## src/rtl/fifo_frame_pkg.sv

```systemverilog
// Shared types and helpers for the FIFO write-side framer.
// Trailer arithmetic lives here so model and RTL agree on it.
package fifo_frame_pkg;

  localparam int DEF_DATA_WIDTH = 8;
  localparam int DEF_MAX_LEN    = 64;
  localparam int DEF_CNT_WIDTH  = 16;
  localparam int FT_W           = 64;

  typedef enum logic {
    ST_PASS    = 1'b0,
    ST_TRAILER = 1'b1
  } wr_state_e;

  function automatic logic [FT_W-1:0] frame_trailer(
    input logic [FT_W-1:0] sum,
    input logic [FT_W-1:0] data
  );
    return -(sum + data);
  endfunction

endpackage

```

## src/rtl/fifo_frame_writer_if.sv

```systemverilog
// Upstream byte-stream handshake for the FIFO framer.
// Beat is taken when s_valid and s_ready are both high.
interface fifo_frame_writer_if #(
  parameter int DATA_WIDTH = 8
);
  logic                  s_valid;
  logic                  s_ready;
  logic [DATA_WIDTH-1:0] s_data;
  logic                  s_last;

  modport master (
    output s_valid,
    output s_data,
    output s_last,
    input  s_ready
  );

  modport slave (
    input  s_valid,
    input  s_data,
    input  s_last,
    output s_ready
  );
endinterface

```

## src/rtl/frame_skid_buf.sv

```systemverilog
// Two-entry in-order buffer between framer and FIFO write port.
// Entry 0 is always the head; entry 1 only valid when count is 2.
module frame_skid_buf #(
  parameter int W = 9
) (
  input  logic         write_clk,
  input  logic         write_rst,
  input  logic         push_i,
  input  logic [W-1:0] push_data_i,
  input  logic         pop_i,
  output logic [W-1:0] head_o,
  output logic [1:0]   count_o
);

  logic [W-1:0] ent0_q, ent0_d;
  logic [W-1:0] ent1_q, ent1_d;
  logic [1:0]   cnt_q, cnt_d;

  // shift/fill the entries so order is kept on push+pop
  always_comb begin
    ent0_d = ent0_q;
    ent1_d = ent1_q;
    cnt_d  = cnt_q;
    unique case (1'b1)
      push_i && !pop_i: begin
        if (cnt_q == 2'd0) ent0_d = push_data_i;
        else               ent1_d = push_data_i;
        cnt_d = cnt_q + 2'd1;
      end
      !push_i && pop_i: begin
        ent0_d = ent1_q;
        cnt_d  = cnt_q - 2'd1;
      end
      push_i && pop_i: begin
        if (cnt_q == 2'd1) begin
          ent0_d = push_data_i;
        end else begin
          ent0_d = ent1_q;
          ent1_d = push_data_i;
        end
      end
      default: ;
    endcase
  end

  // entry and count registers, cleared on reset
  always_ff @(posedge write_clk or negedge write_rst) begin
    if (!write_rst) begin
      ent0_q <= '0;
      ent1_q <= '0;
      cnt_q  <= 2'd0;
    end else begin
      ent0_q <= ent0_d;
      ent1_q <= ent1_d;
      cnt_q  <= cnt_d;
    end
  end

  assign head_o  = ent0_q;
  assign count_o = cnt_q;

endmodule

```

## src/rtl/fifo_frame_writer.sv

```systemverilog
// Frames an upstream byte stream into the async FIFO write port,
// appending a checksum trailer that zeroes the frame sum.
module fifo_frame_writer
  import fifo_frame_pkg::*;
#(
  parameter int DATA_WIDTH = DEF_DATA_WIDTH,
  parameter int MAX_LEN    = DEF_MAX_LEN,
  parameter int CNT_WIDTH  = DEF_CNT_WIDTH
) (
  input  logic                  write_clk,
  input  logic                  write_rst,
  fifo_frame_writer_if.slave    s,
  input  logic                  fifo_full,
  output logic                  write_enable,
  output logic [DATA_WIDTH-1:0] write_data,
  output logic [CNT_WIDTH-1:0]  frames_written,
  output logic                  err_truncated
);

  localparam int LW = $clog2(MAX_LEN + 1);
  localparam int BW = DATA_WIDTH + 1;

  wr_state_e             state_q, state_d;
  logic [DATA_WIDTH-1:0] sum_q, sum_d;
  logic [DATA_WIDTH-1:0] trl_q, trl_d;
  logic [LW-1:0]         len_q, len_d;
  logic [CNT_WIDTH-1:0]  fw_q, fw_d;
  logic                  err_q, err_d;

  logic                  push;
  logic [BW-1:0]         push_data;
  logic                  pop;
  logic [BW-1:0]         head;
  logic [1:0]            count;
  logic                  accept;
  logic [LW-1:0]         len_inc;
  logic                  at_max;

  frame_skid_buf #(
    .W (BW)
  ) u_buf (
    .write_clk   (write_clk),
    .write_rst   (write_rst),
    .push_i      (push),
    .push_data_i (push_data),
    .pop_i       (pop),
    .head_o      (head),
    .count_o     (count)
  );

  // ready depends only on registered state, never on fifo_full
  assign s.s_ready    = write_rst && (state_q == ST_PASS)
                     && (count < 2'd2);
  assign accept       = s.s_valid && s.s_ready;
  assign write_enable = (count != 2'd0);
  assign write_data   = head[DATA_WIDTH-1:0];
  assign pop          = write_enable && !fifo_full;
  assign len_inc      = len_q + LW'(1);
  assign at_max       = (len_inc == LW'(MAX_LEN));

  // framing FSM: pass data beats, then insert one trailer
  always_comb begin
    state_d   = state_q;
    sum_d     = sum_q;
    trl_d     = trl_q;
    len_d     = len_q;
    err_d     = err_q;
    fw_d      = fw_q;
    push      = 1'b0;
    push_data = '0;
    unique case (1'b1)
      state_q == ST_PASS: begin
        if (accept) begin
          push      = 1'b1;
          push_data = {1'b0, s.s_data};
          sum_d     = sum_q + s.s_data;
          len_d     = len_inc;
          if (s.s_last || at_max) begin
            state_d = ST_TRAILER;
            trl_d   = DATA_WIDTH'(frame_trailer(
                        FT_W'(sum_q), FT_W'(s.s_data)));
          end
          if (at_max && !s.s_last) err_d = 1'b1;
        end
      end
      state_q == ST_TRAILER: begin
        if (count < 2'd2) begin
          push      = 1'b1;
          push_data = {1'b1, trl_q};
          sum_d     = '0;
          len_d     = '0;
          state_d   = ST_PASS;
        end
      end
      default: ;
    endcase
    if (pop && head[DATA_WIDTH]) fw_d = fw_q + CNT_WIDTH'(1);
  end

  // framing state, running sum and status counters
  always_ff @(posedge write_clk or negedge write_rst) begin
    if (!write_rst) begin
      state_q <= ST_PASS;
      sum_q   <= '0;
      trl_q   <= '0;
      len_q   <= '0;
      fw_q    <= '0;
      err_q   <= 1'b0;
    end else begin
      state_q <= state_d;
      sum_q   <= sum_d;
      trl_q   <= trl_d;
      len_q   <= len_d;
      fw_q    <= fw_d;
      err_q   <= err_d;
    end
  end

  assign frames_written = fw_q;
  assign err_truncated  = err_q;

endmodule
```

## src/flat_wrapper.sv

```systemverilog
// flat-port wrapper written by rule: the top's interface ports become plain ports
module fifo_frame_writer_flat import fifo_frame_pkg::*;
#(
  parameter int DATA_WIDTH = DEF_DATA_WIDTH,
  parameter int MAX_LEN    = DEF_MAX_LEN,
  parameter int CNT_WIDTH  = DEF_CNT_WIDTH
)
  (write_clk, write_rst, fifo_full, write_enable, write_data, frames_written, err_truncated, s_s_valid, s_s_data, s_s_last, s_s_ready);
  fifo_frame_writer_if #(.DATA_WIDTH(DATA_WIDTH)) s_i ();
  input  logic write_clk;
  input  logic write_rst;
  input  logic fifo_full;
  output logic write_enable;
  output logic [DATA_WIDTH-1:0] write_data;
  output logic [CNT_WIDTH-1:0] frames_written;
  output logic err_truncated;
  input wire logic [$bits(s_i.s_valid)-1:0] s_s_valid;
  input wire logic [$bits(s_i.s_data)-1:0] s_s_data;
  input wire logic [$bits(s_i.s_last)-1:0] s_s_last;
  output wire logic [$bits(s_i.s_ready)-1:0] s_s_ready;
  assign s_i.s_valid = s_s_valid;
  assign s_i.s_data = s_s_data;
  assign s_i.s_last = s_s_last;
  assign s_s_ready = s_i.s_ready;
  fifo_frame_writer #(.DATA_WIDTH(DATA_WIDTH), .MAX_LEN(MAX_LEN), .CNT_WIDTH(CNT_WIDTH)) u_core (.write_clk(write_clk), .write_rst(write_rst), .s(s_i), .fifo_full(fifo_full), .write_enable(write_enable), .write_data(write_data), .frames_written(frames_written), .err_truncated(err_truncated));
endmodule
```

## config.mk

```make
export PLATFORM = sky130hd
export DESIGN_NAME = fifo_frame_writer_flat
export DESIGN_NICKNAME = d
export VERILOG_FILES = /design/src/rtl/fifo_frame_pkg.sv /design/src/rtl/fifo_frame_writer_if.sv /design/src/rtl/frame_skid_buf.sv /design/src/rtl/fifo_frame_writer.sv /design/src/flat_wrapper.sv
export SDC_FILE = /design/constraint.sdc
export NUM_CORES = 1
export LEC_CHECK = 0
export CORE_MARGIN = 4
export CORE_UTILIZATION = 45
export CTS_BUF_LIST = sky130_fd_sc_hd__clkbuf_8 sky130_fd_sc_hd__clkbuf_16
export CTS_CLUSTER_DIAMETER = 120
export DETAILED_ROUTE_END_ITERATION = 6
export PLACE_DENSITY = 0.66
export SYNTH_ARGS = -nofsm -noshare
export SYNTH_HDL_FRONTEND = slang
export SYNTH_SLANG_ARGS = --single-unit
```

## constraint.sdc

```tcl
create_clock -name write_clk -period 3.38 [get_ports write_clk]
set_input_delay 0.507 -clock write_clk [delete_from_list [all_inputs] [get_ports write_clk]]
set_output_delay 0.507 -clock write_clk [all_outputs]
set_load 0.01 [all_outputs]
```

==> impl_metrics.xml, run 1 <==
<?xml version="1.0" encoding="UTF-8"?>
<metrics>
  <group name="sta">
    <metric name="timing_hold_violations_final" unit="">0</metric>
    <metric name="timing.setup.tns" unit="ps">0</metric>
    <metric name="clock.fmax" unit="MHz">363.1</metric>
    <metric name="setup_violations" unit="">0</metric>
    <metric name="period_share" unit="%">81.47</metric>
    <metric name="finalCriticalPeriod" unit="ps">2754</metric>
    <metric name="worst_slew_pin_slew" unit="ps">1134</metric>
    <metric name="finalClockSkew" unit="ps">6.799</metric>
    <metric name="slew_headroom" unit="%">23.90</metric>
    <metric name="drv_slew" unit="">0</metric>
    <metric name="rsz0062_at_grt" unit="">false</metric>
  </group>
  <group name="cells_and_area">
    <metric name="final_net_count" unit="">448</metric>
    <metric name="filler_cell_count" unit="">674</metric>
    <metric name="utilization" unit="%">56.21</metric>
    <metric name="drive_above_1_share" unit="%">9.976</metric>
    <metric name="layout.cell_area.non_filler" unit="um^2">4164</metric>
    <metric name="diode_count" unit="">0</metric>
    <metric name="layout-area-overhead-vs-synth" unit="%">19.07</metric>
  </group>
  <group name="setup_path">
    <metric name="rrSetupSlack" unit="ps">890</metric>
    <metric name="required" unit="ps">3650</metric>
    <metric name="cp_max_fo" unit="">16</metric>
    <metric name="criticalPathCategory" unit="">input port to flip-flop</metric>
    <metric name="critical_path.reg2reg.startpoint" unit="">u_core.len_q[0]</metric>
    <metric name="crit-reg2reg-capture" unit="">u_core.trl_q[1]</metric>
    <metric name="endpoint_kind" unit="">flip-flop</metric>
    <metric name="worst-endpoint-arrival" unit="ps">3020</metric>
    <metric name="r2r_cells" unit="">6</metric>
    <metric name="startpoint_type" unit="">input port</metric>
  </group>
  <group name="hold_path">
    <metric name="hp-class" unit="">flip-flop to flip-flop</metric>
    <metric name="worst_hold_startpoint" unit="">u_core.frames_written[15]</metric>
    <metric name="min_to" unit="">u_core.frames_written[15]</metric>
    <metric name="hold_path_depth" unit="">1</metric>
  </group>
  <group name="cts">
    <metric name="cts_num_sinks" unit="">61</metric>
    <metric name="clkTransAtPathRegs" unit="ps">80</metric>
    <metric name="tritoncts.num_buffers" unit="">9</metric>
    <metric name="cts_setup_buffers" unit="">0</metric>
    <metric name="clock_tree.htree_level_count" unit="">3</metric>
    <metric name="cts.root.buffer_cell" unit="">sky130_fd_sc_hd__clkbuf_8</metric>
    <metric name="clk_latency" unit="ps">340</metric>
    <metric name="cts-root-to-sink-buffers" unit="">2</metric>
    <metric name="cts_tree" unit="">yes</metric>
  </group>
  <group name="logic_synthesis">
    <metric name="synth_seq_area_share" unit="%">43.65</metric>
    <metric name="synth-warning-count" unit="">0</metric>
    <metric name="synth_top_area_cell" unit="">sky130_fd_sc_hd__dfrtp_1</metric>
    <metric name="count_of_flip_flops_with_a_built_in_enable_after_synthesis" unit="">0</metric>
    <metric name="ys_dominant_reg_cell" unit="">sky130_fd_sc_hd__dfrtp_1</metric>
    <metric name="async_reset_ff_share" unit="%">100.0</metric>
    <metric name="synth_top_area_share" unit="%">43.65</metric>
    <metric name="synth_nets" unit="">406</metric>
    <metric name="synth_most_common_cell" unit="">sky130_fd_sc_hd__dfrtp_1</metric>
    <metric name="syn-mean-instance-area" unit="um^2">9.607</metric>
    <metric name="syn_area" unit="um^2">3497</metric>
    <metric name="synth.distinct_cells" unit="">46</metric>
    <metric name="number_of_synthesized_register_bits" unit="">61</metric>
    <metric name="number_of_standard_cells_after_synthesis" unit="">364</metric>
    <metric name="synth_commonest_cells" unit="">61 x sky130_fd_sc_hd__dfrtp_1, 42 x sky130_fd_sc_hd__nor2_1, 34 x sky130_fd_sc_hd__a21oi_1</metric>
    <metric name="synth.top_cells.by_area" unit="">sky130_fd_sc_hd__dfrtp_1 44%, sky130_fd_sc_hd__ha_1 9.7%, sky130_fd_sc_hd__xnor2_1 5.3%</metric>
  </group>
  <group name="pwr">
    <metric name="power_frac_clock" unit="%">18.1</metric>
    <metric name="power.switching" unit="mW">1.280</metric>
    <metric name="internal-power" unit="mW">2.028</metric>
    <metric name="power.leakage" unit="nW">1.909</metric>
    <metric name="power.combinational.fraction" unit="%">45.6</metric>
    <metric name="power_per_cell_area" unit="nW/um^2">794.3</metric>
    <metric name="reg_power_share" unit="%">36.2</metric>
    <metric name="peak_supply_drop" unit="mV">0.4039</metric>
    <metric name="sw_frac_of_total" unit="%">38.70</metric>
  </group>
  <group name="floorplanning">
    <metric name="io_pins" unit="">40</metric>
    <metric name="dieWidth" unit="um">96.16</metric>
    <metric name="die_h" unit="um">96.16</metric>
    <metric name="initial_core_utilization" unit="%">47.20</metric>
    <metric name="die_area" unit="um^2">9246</metric>
    <metric name="core-area" unit="um^2">7408</metric>
    <metric name="floorplan.rows" unit="">31</metric>
  </group>
  <group name="placed_design">
    <metric name="placed_cell_area" unit="um^2">3969</metric>
    <metric name="replace_congestion" unit="">0.8386</metric>
    <metric name="dp_hpwl" unit="mm">5.047</metric>
    <metric name="buffer_ports.inserted" unit="">39</metric>
  </group>
  <group name="route">
    <metric name="viasPerCell" unit="">5.220</metric>
    <metric name="drt_wl_total" unit="mm">6.971</metric>
    <metric name="remaining_drc_errors" unit="">0</metric>
    <metric name="detail-route-antenna-nets" unit="">0</metric>
    <metric name="drt_pre_antenna_iters" unit="">4</metric>
    <metric name="post_drt_wl_per_cell" unit="um">13.67</metric>
    <metric name="detail_route.iter0.violations" unit="">84</metric>
    <metric name="num_vias" unit="">2662</metric>
  </group>
  <group name="outcome">
    <metric name="status" unit="">completed</metric>
  </group>
  <group name="grt">
    <metric name="first_global_vias" unit="">2595</metric>
    <metric name="largest_net_degree_at_the_start_of_global_routing" unit="">61</metric>
    <metric name="globalRoute.totalOverflow" unit="">0</metric>
    <metric name="grt_pass1_wl" unit="mm">11.84</metric>
    <metric name="grt_antenna_before_repair" unit="">0</metric>
    <metric name="globalRouteTotalUtil" unit="%">16.56</metric>
  </group>
  <group name="job">
    <metric name="timing.max_cap.violations" unit="">0</metric>
  </group>
</metrics>
==> worst max-delay path, stage by stage <==
cell and delay (ps):
sky130_fd_sc_hd__dlygate4sd3_1 530, sky130_fd_sc_hd__buf_2 150, sky130_fd_sc_hd__and4bb_2 230, sky130_fd_sc_hd__nor2_1 460, sky130_fd_sc_hd__inv_1 140, sky130_fd_sc_hd__ha_1 240
sky130_fd_sc_hd__nand2_1 60, sky130_fd_sc_hd__o21ai_0 70, sky130_fd_sc_hd__a21oi_1 200, sky130_fd_sc_hd__buf_4 250, sky130_fd_sc_hd__nor2_1 60, sky130_fd_sc_hd__a21oi_1 130
==> layer usage <==
| metal | up-vias | routed length, um | track usage [%] | part of all wire (%) |
|---|---|---|---|---|
| met4 | 0 | 146 | 7.583 | 2.1 |
| met5 | - | 0 | 0 | 0 |
| met3 | 16 | 301 | 3.597 | 4.3 |
| met2 | 56 | 3394 | 27.31 | 49 |
| met1 | 1257 | 3130 | 20.63 | 45 |
| li1 | 1333 | - | - | - |
==> worst max path at each step <==
| stage | from | endpoint | slack, ps | depth (start not counted) |
|---|---|---|---|---|
| floorplan | s_s_valid | u_core.u_buf.ent1_q[6] | 960 | 10 |
| global placement | s_s_data[1] | u_core.trl_q[7] | 460 | 11 |
| detailed placement | s_s_data[1] | u_core.trl_q[7] | 420 | 11 |
| CTS | write_rst | u_core.u_buf.head_o[6] | 610 | 10 |
| global route | write_rst | u_core.u_buf.ent1_q[4] | 410 | 12 |
| finish | write_rst | u_core.u_buf.ent1_q[1] | 630 | 12 |
==> registers in the layout (all words and copies together), names as in the netlist <==
| name | flops |
|---|---|
| u_core.state_q | 1 |
| u_core.frames_written | 16 |
| u_core.u_buf.head_o | 9 |
| u_core.sum_q | 8 |
| u_core.u_buf.count_o | 2 |
| u_core.trl_q | 8 |
| u_core.u_buf.ent1_q | 9 |
| u_core.err_truncated | 1 |
| u_core.len_q | 7 |
==> cell families after synthesis <==
group           Yosys count  share of synthesized area, %
flops                    61                         43.65
xor+xnor                 29                         7.263
compound gates           82                         14.31
mux                      11                         3.614
simple gates            111                         15.10
buf+inv                  41                         5.259
fa+ha+maj                29                         10.80
==> power groups by stage <==
stage / Clock [mW] / Combinational [mW] / Sequential, mW
detailed placement: 0 / 1.52 / 1.21
global placement: 0 / 1.48 / 1.20
finish: 0.600 / 1.51 / 1.20
floorplan: 0 / 1.11 / 1.18
global route: 0.648 / 1.71 / 1.24
CTS: 0.622 / 1.53 / 1.20
==> repair_timing <==
action | in CTS | in global routing
hold endpoints to repair | 1 | 0
hold buffers | 1 | 0
gates resized for setup | 0 | 0
==> stage by stage <==
step / power, mW / hold slack [ps] / cells / setup slack [ps]
floorplan: 2.288 / 211.4 / 364 / 964.1
global placement: 2.678 / 308.3 / 493 / 456.5
global route: 3.605 / 487.5 / 510 / 413.8
CTS: 3.352 / 470.5 / 510 / 613.1
detailed placement: 2.731 / 309.4 / 493 / 424.5
finish: 3.307 / 467.0 / 510 / 626.3
==> final cells by class <==
type | instances | area [um^2] | share of cell area, %
clock buffers | 10 | 137.6 | 3.305
clock inverters | 6 | 47.55 | 1.142
inverters | 25 | 93.84 | 2.254
multi-input cells | 262 | 1787 | 42.91
flip-flops and latches | 61 | 1526 | 36.66
well taps | 99 | 123.9 | 2.975
repair buffers | 47 | 447.9 | 10.76
==> layout by cell type, fill, tap and decap left out, types with 2 or more instances in the layout <==
master                            instances
sky130_fd_sc_hd__nand4_1                  5
sky130_fd_sc_hd__nor2_1                  42
sky130_fd_sc_hd__clkdlybuf4s50_1         38
sky130_fd_sc_hd__o211ai_1                 2
sky130_fd_sc_hd__nor2b_1                  3
sky130_fd_sc_hd__ha_1                    27
sky130_fd_sc_hd__mux2_2                   9
sky130_fd_sc_hd__a21oi_1                 34
sky130_fd_sc_hd__clkinvlp_4               4
sky130_fd_sc_hd__fa_1                     2
sky130_fd_sc_hd__nand2_1                 27
sky130_fd_sc_hd__xnor2_1                 21
sky130_fd_sc_hd__a21o_1                   2
sky130_fd_sc_hd__buf_4                    7
sky130_fd_sc_hd__nor3b_1                  3
sky130_fd_sc_hd__o21a_1                   2
sky130_fd_sc_hd__a22oi_1                  8
sky130_fd_sc_hd__nand3_1                 14
sky130_fd_sc_hd__nor3_1                   2
sky130_fd_sc_hd__and4_1                   2
sky130_fd_sc_hd__dfrtp_1                 61
sky130_fd_sc_hd__inv_1                   25
sky130_fd_sc_hd__clkbuf_8                10
sky130_fd_sc_hd__and3_1                   3
sky130_fd_sc_hd__xor2_1                   8
sky130_fd_sc_hd__o21bai_1                 2
sky130_fd_sc_hd__o21ai_0                 20
sky130_fd_sc_hd__o21ai_1                  2
sky130_fd_sc_hd__nand2b_1                 3
(Power assumes the default switching activity.)
==> run 2: changes to the inputs <==
Clock period 3.38 ns to 2.6 ns, I/O delays scaled along.
==> impl_metrics.xml, run 2 (synthesis results as in run 1) <==
<?xml version="1.0" encoding="UTF-8"?>
<metrics>
  <group name="outcome">
    <metric name="status" unit="">completed</metric>
  </group>
  <group name="sta">
    <metric name="finalClockSkew" unit="ps">8.483</metric>
    <metric name="drv_slew" unit="">0</metric>
    <metric name="clock.fmax" unit="MHz">405.6</metric>
    <metric name="timing_hold_violations_final" unit="">0</metric>
    <metric name="slew_headroom" unit="%">50.55</metric>
    <metric name="period_share" unit="%">94.83</metric>
    <metric name="worst_slew_pin_slew" unit="ps">739.3</metric>
    <metric name="rsz0062_at_grt" unit="">false</metric>
    <metric name="setup_violations" unit="">0</metric>
    <metric name="finalCriticalPeriod" unit="ps">2466</metric>
    <metric name="hold_slack" unit="ps">27.76</metric>
    <metric name="post-route-worst-setup-slack" unit="ps">134.5</metric>
  </group>
  <group name="cts">
    <metric name="clock_tree.htree_level_count" unit="">3</metric>
    <metric name="cts.root.buffer_cell" unit="">sky130_fd_sc_hd__clkbuf_8</metric>
    <metric name="tritoncts.num_buffers" unit="">9</metric>
    <metric name="clk_latency" unit="ps">340</metric>
    <metric name="cts-root-to-sink-buffers" unit="">2</metric>
    <metric name="cts_setup_buffers" unit="">0</metric>
    <metric name="cts_tree" unit="">yes</metric>
    <metric name="cts_num_sinks" unit="">61</metric>
    <metric name="clkTransAtPathRegs" unit="ps">70</metric>
    <metric name="cts_hold_buf" unit="">0</metric>
    <metric name="cts_resized" unit="">0</metric>
  </group>
  <group name="route">
    <metric name="num_vias" unit="">2730</metric>
    <metric name="drt_wl_total" unit="mm">7.099</metric>
    <metric name="detail-route-antenna-nets" unit="">0</metric>
    <metric name="post_drt_wl_per_cell" unit="um">13.50</metric>
    <metric name="drt_pre_antenna_iters" unit="">6</metric>
    <metric name="viasPerCell" unit="">5.190</metric>
    <metric name="remaining_drc_errors" unit="">0</metric>
    <metric name="detail_route.iter0.violations" unit="">106</metric>
  </group>
  <group name="pwr">
    <metric name="power.combinational.fraction" unit="%">46.1</metric>
    <metric name="power.switching" unit="mW">1.634</metric>
    <metric name="power_per_cell_area" unit="nW/um^2">1039</metric>
    <metric name="peak_supply_drop" unit="mV">0.4877</metric>
    <metric name="reg_power_share" unit="%">34.7</metric>
    <metric name="power_frac_clock" unit="%">19.1</metric>
    <metric name="internal-power" unit="mW">2.836</metric>
    <metric name="power" unit="mW">4.470</metric>
    <metric name="power.leakage" unit="nW">2.011</metric>
    <metric name="sw_frac_of_total" unit="%">36.56</metric>
  </group>
  <group name="setup_path">
    <metric name="criticalPathCategory" unit="">flip-flop to flip-flop</metric>
    <metric name="endpoint_kind" unit="">flip-flop</metric>
    <metric name="required" unit="ps">2820</metric>
    <metric name="worst-endpoint-arrival" unit="ps">2680</metric>
    <metric name="r2r_cells" unit="">6</metric>
    <metric name="startpoint_type" unit="">flip-flop</metric>
    <metric name="cp_max_fo" unit="">9</metric>
  </group>
  <group name="floorplanning">
    <metric name="io_pins" unit="">40</metric>
    <metric name="floorplan.rows" unit="">31</metric>
    <metric name="die_h" unit="um">96.16</metric>
    <metric name="core-area" unit="um^2">7408</metric>
    <metric name="dieWidth" unit="um">96.16</metric>
    <metric name="initial_core_utilization" unit="%">47.20</metric>
    <metric name="die_area" unit="um^2">9246</metric>
  </group>
  <group name="cells_and_area">
    <metric name="layout_common_cells" unit="">61 x sky130_fd_sc_hd__dfrtp_1, 42 x sky130_fd_sc_hd__nor2_1, 38 x sky130_fd_sc_hd__clkdlybuf4s50_1</metric>
    <metric name="utilization" unit="%">58.08</metric>
    <metric name="layout-area-overhead-vs-synth" unit="%">23.04</metric>
    <metric name="final_net_count" unit="">465</metric>
    <metric name="diode_count" unit="">0</metric>
    <metric name="drive_above_1_share" unit="%">13.58</metric>
    <metric name="layout.cell_area.non_filler" unit="um^2">4303</metric>
    <metric name="final_common_cell" unit="">sky130_fd_sc_hd__dfrtp_1</metric>
    <metric name="largest_register_ff_count" unit="">16</metric>
  </group>
  <group name="placed_design">
    <metric name="placed_cell_area" unit="um^2">4104</metric>
    <metric name="replace_congestion" unit="">0.8118</metric>
    <metric name="dp_hpwl" unit="mm">5.330</metric>
    <metric name="place_ws" unit="ps">-113.1</metric>
    <metric name="buffer_ports.inserted" unit="">39</metric>
  </group>
  <group name="grt">
    <metric name="largest_net_degree_at_the_start_of_global_routing" unit="">49</metric>
    <metric name="globalRoute.totalOverflow" unit="">0</metric>
    <metric name="first_global_vias" unit="">2663</metric>
    <metric name="globalRouteTotalUtil" unit="%">17.46</metric>
    <metric name="grt_antenna_before_repair" unit="">0</metric>
    <metric name="grt_pass1_wl" unit="mm">12.52</metric>
  </group>
  <group name="job">
    <metric name="timing.max_cap.violations" unit="">0</metric>
  </group>
  <group name="hold_path">
    <metric name="hp-class" unit="">input port to asynchronous set/reset pin</metric>
  </group>
</metrics>
run 2: stage by stage:
step | TNS (ps) | instances
after floorplan | 0 | 364
after global placement | -96.43 | 511
after detailed placement | -157.9 | 511
after CTS | 0 | 526
after global routing | 0 | 526
final | 0 | 526
run 2: power groups by stage:
stage / Combinational, mW / Clock (mW) / Sequential [mW]
4_1_cts: 2.09 / 0.878 / 1.55
5_1_grt: 2.37 / 0.917 / 1.61
6_report: 2.06 / 0.855 / 1.55
2_1_floorplan: 1.44 / 0 / 1.53
3_5_place_dp: 2.08 / 0 / 1.57
3_3_place_gp: 2.03 / 0 / 1.56
run 2: worst max-delay path, cell delays in order, from the launching register on:
cell and delay [ps]:
sky130_fd_sc_hd__dfrtp_1 430, sky130_fd_sc_hd__ha_1 290, sky130_fd_sc_hd__xor2_1 160, sky130_fd_sc_hd__nand2_1 60, sky130_fd_sc_hd__mux2_4 280, sky130_fd_sc_hd__o41ai_4 720
sky130_fd_sc_hd__mux2_2 410
run 2: routing by layer:
layer / track usage [%] / vias up / wire, um
met4: 4.147 / 0 / 69
met1: 21.61 / 1326 / 3208
li1: - / 1362 / -
met3: 5.317 / 7 / 238
met2: 29.73 / 35 / 3583
met5: 0 / - / 0
run 2: path summary, 6_finish.rpt:
kind	from	end	slack [ps]
max	u_core.len_q[0]	u_core.trl_q[0]	130
min	write_rst	u_core.u_buf.ent1_q[1]	30
max reg2reg	u_core.len_q[0]	u_core.trl_q[0]	130
min reg2reg	u_core.frames_written[15]	u_core.frames_written[15]	470
max in group asynchronous	write_rst	u_core.trl_q[7]	1970
min in group write_clk	u_core.frames_written[15]	u_core.frames_written[15]	470
run 2: cell type report:
| class | count | area (um^2) |
|---|---|---|
| Fill cell | 641 | 3105 |
| Timing Repair Buffer | 64 | 573.1 |
| Clock buffer | 11 | 151.4 |
| Sequential cell | 61 | 1526 |
| Clock inverter | 4 | 47.55 |
| Multi-Input combinational cell | 262 | 1787 |
| Inverter | 25 | 93.84 |
| Tap cell | 99 | 123.9 |
